File: src/rtl/serial_add_scheduler.sv
// serial_add_scheduler: two requesters share one bit-serial adder.
// Operands are accepted by round-robin arbitration, summed LSB-first through
// a one-bit full adder with a carry register, and the parallel sum is
// returned with carry-out and requester id on a backpressured response port.
module serial_add_scheduler #(
  parameter int WIDTH = 8
) (
  input  logic             clk,
  input  logic             rst,
  input  logic             req0_valid,
  output logic             req0_ready,
  input  logic [WIDTH-1:0] req0_a,
  input  logic [WIDTH-1:0] req0_b,
  input  logic             req1_valid,
  output logic             req1_ready,
  input  logic [WIDTH-1:0] req1_a,
  input  logic [WIDTH-1:0] req1_b,
  output logic             rsp_valid,
  input  logic             rsp_ready,
  output logic [WIDTH-1:0] rsp_sum,
  output logic             rsp_cout,
  output logic             rsp_id,
  output logic             busy
);

  typedef enum logic [1:0] {
    IDLE = 2'd0,
    ADD  = 2'd1,
    DONE = 2'd2
  } state_t;

  localparam int CW = (WIDTH < 2) ? 1 : $clog2(WIDTH);
  localparam logic [CW-1:0] LAST_BIT = CW'(WIDTH - 1);

  // One-bit full adder from bitwise logic only; returns {carry, sum}.
  function automatic logic [1:0] full_add(input logic a, input logic b, input logic c);
    logic s;
    logic co;
    s  = a ^ b ^ c;
    co = (a & b) | (c & (a ^ b));
    return {co, s};
  endfunction

  state_t           state_q, state_d;
  logic             ptr_q;
  logic [WIDTH-1:0] a_q, b_q, sum_q;
  logic [WIDTH-1:0] sum_s;
  logic             carry_q;
  logic [CW-1:0]    cnt_q;
  logic             id_q;
  logic             cout_q;
  logic             rsp_valid_q;
  logic             busy_q;
  logic             grant0_s, grant1_s, accept_s;
  logic [1:0]       fa_s;

  // State register.
  always_ff @(posedge clk or negedge rst) begin
    if (!rst) begin
      state_q <= IDLE;
    end else begin
      state_q <= state_d;
    end
  end

  // Next-state logic.
  always_comb begin
    state_d = state_q;
    case (state_q)
      IDLE: begin
        if (accept_s) state_d = ADD;
        else          state_d = IDLE;
      end
      ADD: begin
        if (cnt_q == LAST_BIT) state_d = DONE;
        else                   state_d = ADD;
      end
      DONE: begin
        if (rsp_ready) state_d = IDLE;
        else           state_d = DONE;
      end
      default: state_d = IDLE;
    endcase
  end

  // Grant/ready outputs: only in IDLE and out of reset; contention goes to
  // the requester that was not served last.
  always_comb begin
    grant0_s = 1'b0;
    grant1_s = 1'b0;
    if ((state_q == IDLE) && rst) begin
      if (req0_valid && req1_valid) begin
        grant0_s = ptr_q;
        grant1_s = ~ptr_q;
      end else begin
        grant0_s = req0_valid;
        grant1_s = req1_valid;
      end
    end else begin
      grant0_s = 1'b0;
      grant1_s = 1'b0;
    end
  end

  assign accept_s   = grant0_s | grant1_s;
  assign req0_ready = grant0_s;
  assign req1_ready = grant1_s;

  // Serial adder bit slice and the sum register shifted in from the MSB side.
  always_comb begin
    fa_s  = full_add(a_q[0], b_q[0], carry_q);
    sum_s = sum_q >> 1;
    sum_s[WIDTH-1] = fa_s[0];
  end

  // Datapath, arbitration pointer and registered response/busy outputs.
  always_ff @(posedge clk or negedge rst) begin
    if (!rst) begin
      ptr_q       <= 1'b1;
      a_q         <= '0;
      b_q         <= '0;
      sum_q       <= '0;
      carry_q     <= 1'b0;
      cnt_q       <= '0;
      id_q        <= 1'b0;
      cout_q      <= 1'b0;
      rsp_valid_q <= 1'b0;
      busy_q      <= 1'b0;
    end else begin
      if (accept_s) begin
        a_q     <= grant1_s ? req1_a : req0_a;
        b_q     <= grant1_s ? req1_b : req0_b;
        id_q    <= grant1_s;
        ptr_q   <= grant1_s;
        carry_q <= 1'b0;
        cnt_q   <= '0;
      end else if (state_q == ADD) begin
        a_q     <= a_q >> 1;
        b_q     <= b_q >> 1;
        sum_q   <= sum_s;
        carry_q <= fa_s[1];
        cnt_q   <= cnt_q + 1'b1;
        if (cnt_q == LAST_BIT) cout_q <= fa_s[1];
      end
      rsp_valid_q <= (state_d == DONE);
      busy_q      <= (state_d != IDLE);
    end
  end

  assign rsp_valid = rsp_valid_q;
  assign rsp_sum   = sum_q;
  assign rsp_cout  = cout_q;
  assign rsp_id    = id_q;
  assign busy      = busy_q;

endmodule

File: config.mk
export PLATFORM = sky130hd
export DESIGN_NAME = serial_add_scheduler
export DESIGN_NICKNAME = d
export VERILOG_FILES = /design/src/rtl/serial_add_scheduler.sv
export SDC_FILE = /design/constraint.sdc
export NUM_CORES = 1
export LEC_CHECK = 0
export ABC_CLOCK_PERIOD_IN_PS = 1800
export BUFFER_PORTS_ARGS = -buffer_cell sky130_fd_sc_hd__buf_2
export CORE_MARGIN = 3
export CORE_UTILIZATION = 53
export CTS_BUF_LIST = sky130_fd_sc_hd__clkbuf_8
export DETAILED_ROUTE_END_ITERATION = 10
export PLACE_DENSITY = 0.91
export SLEW_MARGIN = 20
export SYNTH_ARGS = -nofsm -noshare
export SYNTH_HDL_FRONTEND = slang
export SYNTH_SLANG_ARGS = --single-unit
File: constraint.sdc
create_clock -name clk -period 1.8 [get_ports clk]
set_clock_uncertainty 0.1 [all_clocks]
set_input_delay 0.18 -clock clk [delete_from_list [all_inputs] [get_ports clk]]
set_output_delay 0.18 -clock clk [all_outputs]
set_load 0.02 [all_outputs]
==> metrics.csv <==
metric;value;unit
worstSetupPathType;reg2out;
antenna_cells;0;
start_util;0.568;
synth_most_common_cell;nand2_1;
seq_area_frac_synth;0.494;
antenna_left;0;
synth-simple-area-share;0.134;
end_kind;primary output;
min-delay-start;req0_valid;
synth_commonest_cells;44 x nand2_1, 34 x dfrtp_1, 17 x inv_1, 17 x mux2i_1, 8 x o221ai_2;
yosysWarnings;0;
routed_wirelength;3.36;mm
synth-main-ff-cell;dfrtp_1;
slew_headroom;0.467;
critPathTopFamily;flip-flops;
worstMarginPinSlew;0.799;ns
drv_slew;0;
min_path_cells;2;
synthesis.instances;170;
cts-root-buf;clkbuf_8;
antenna_found_initial;0;
worstPathArrival;1.43;ns
netlist.area_leader.share;0.479;
dp_hpwl;2.50;mm
die-height;63.9;um
synth_top_area_cell;dfrtp_1;
cp-start-kind;flip-flop;
cp.required;1.52;ns
critPathBufInv;2;
finalCritPeriodShare;0.952;
nets;266;
io_pins;51;
grt_first_pass_wirelength;5.92;mm
design.core.area;0.00313;sq mm
synth_top_family_by_area;compound AO/OA/AOI/OAI gates;
die_area;0.00408;sq mm
dr.pass1.iters;5;
r2r-start;state_q[0];
clock_sinks;35;
synth_mux_area_frac;0.0958;
worst-r2r-cell-count;4;
drc;0;
htree_levels;2;
hold_path.class;in2reg;
clk_pin_slew;0.07;ns
cp_max_fo;16;
vdd_drop_max;0.000946;V
grt_max_degree;28;
wl_per_cell;12.4;um
cpMaxStageDelayCell;dfstp_2;
vias;1395;
numCtsBuffers;5;
cts_tree;yes;
fillers;242;
grt_pass1_vias;1372;
slowest_delay;0.56;ns
dr.first_iter.drc_count;80;
max_freq;584;MHz
synthTopCellsByArea;dfrtp_1 48%, mux2i_1 9.6%, nand2_1 9.3%, o221ai_2 6.8%, inv_1 3.6%;
synth-compound-area-share;0.168;
finalHoldViolCount;0;
clk_path_buf_depth;2;
max_cap_viol_count;0;
io_buffer_count;50;
avgSynthCellArea;10.4;sq um
yosys.area_share.xor_xnor;0;
synthArstFlopShare;1.00;
ys_ff_latch;35;
synth_fa_ha_area_frac;0.0254;
hold_end;ptr_q;
syn2layout_area_growth;25.0;%
worst_r2r_endpoint;b_q[0];
via_per_inst;5.15;
die_x;63.9;um
synth_edf_count;0;
power.density;1630;mW/mm^2
rrSetupSlack;0.26;ns
row_count;20;
grt_use_total;0.185;
gp_congestion;0.877;
path_cells;a21boi_2, buf_12, and2_2, buf_2;
rsz0062_at_grt;false;
clk_latency;0.28;ns
p_leak;1.11;nW
outcome;finished clean;
synth_nets;210;
ctsResizeCount;0;
netlist_area;0.00178;sq mm
gr-total-overflow;0;
finalSetupTns;0;ns
final_util;0.710;
layout-drive-gt1-share;0.348;
timing.final.crit_period;1.71;ns
synth_cell_types;34;
setup_viol;0;
==> worst reg2reg max path: stages (launching register included) <==
cell and delay [ns]:
dfrtp_1 0.47, nor3b_4 0.25, buf_4 0.17, o21ai_2 0.22
o221ai_1 0.24
==> stage by stage <==
step / worst slack, ns / total power, mW / instances / hold WS, ns / instance area [sq um]
final: 0.0867 / 3.62 / 271 / 0.0543 / 2220
after global routing: 0.0144 / 3.90 / 271 / 0.0675 / 2220
after CTS: 0.0453 / 3.62 / 269 / 0.0463 / 2200
after detailed placement: 0.233 / 2.78 / 258 / -0.0523 / 2040
after global placement: 0.295 / 2.71 / 258 / -0.0526 / 2040
after floorplan: 0.283 / 2.42 / 170 / -0.216 / 1780
==> placed cells by master, fill, tap and decap left out, types with 2 or more instances in the layout <==
master	synthesis	layout
o221ai_1	5	5
a21oi_1	3	3
nand2_1	44	44
nand3_1	2	2
ha_1	2	2
buf_2	5	50
nand2b_1	2	2
mux2i_1	17	17
o221ai_2	8	8
bufinv_16	0	2
clkbuf_8	0	5
inv_1	17	17
dfrtp_1	34	34
dlygate4sd3_1	0	2
buf_4	0	6
o21ai_0	7	7
==> routing by layer <==
metal / wire length, um / share of wire / vias to the layer above / GRT usage
met5: 0 / 0 / - / 0
met4: 40 / 0.012 / 0 / 0.0566
met3: 186 / 0.055 / 4 / 0.0527
met2: 1730 / 0.51 / 42 / 0.324
met1: 1410 / 0.42 / 657 / 0.218
li1: - / - / 692 / -
==> worst max-delay path by stage <==
| stage | start | endpoint | slack [ns] | cells past startpoint |
|---|---|---|---|---|
| 4_1_cts | ptr_q | req1_ready | 0.05 | 4 |
| 6_report | ptr_q | req1_ready | 0.09 | 4 |
| 2_1_floorplan | state_q[0] | req0_ready | 0.28 | 4 |
| 3_3_place_gp | state_q[1] | b_q[2] | 0.30 | 3 |
| 5_1_grt | rst | req0_ready | 0.01 | 6 |
| 3_5_place_dp | state_q[1] | b_q[0] | 0.23 | 3 |
==> area by class of cell <==
type	count	area, sq um	area share
Multi-Input combinational cell	108	752	0.339
Inverter	17	63.8	0.0287
Timing Repair Buffer	59	335	0.151
Clock inverter	3	67.6	0.0304
Clock buffer	5	68.8	0.0310
Tap cell	44	55.1	0.0248
Sequential cell	35	877	0.395
==> kinds of logic after synthesis <==
logic type,after synthesis
AO/OA/AOI/OAI,34
adder cells (fa/ha/maj),3
buffers and inverters,27
flip-flops,35
multiplexers,17
AND/OR/NAND/NOR,54
==> flip-flops by register name, summed over array words and instances, names as in the netlist <==
register   cells
state_q        2
rsp_id         1
b_q            8
cnt_q          3
ptr_q          1
rsp_sum        8
carry_q        1
busy           1
rsp_valid      1
a_q            8
rsp_cout       1
==> power breakdown <==
group	switching [mW]	total [mW]	leakage, nW	internal, mW
Clock	0.278	0.831	0.0644	0.552
Sequential	0.215	1.34	0.446	1.13
Combinational	0.858	1.44	0.597	0.586
==> timing repair <==
action	in CTS	in global routing
hold buffers	2	0
gates cloned	0	0
hold endpoints to repair	8	0
setup endpoints to repair	1	1
setup buffers	1	2
pin swaps	1	0
No activity file was read; power rests on OpenSTA's default activity.
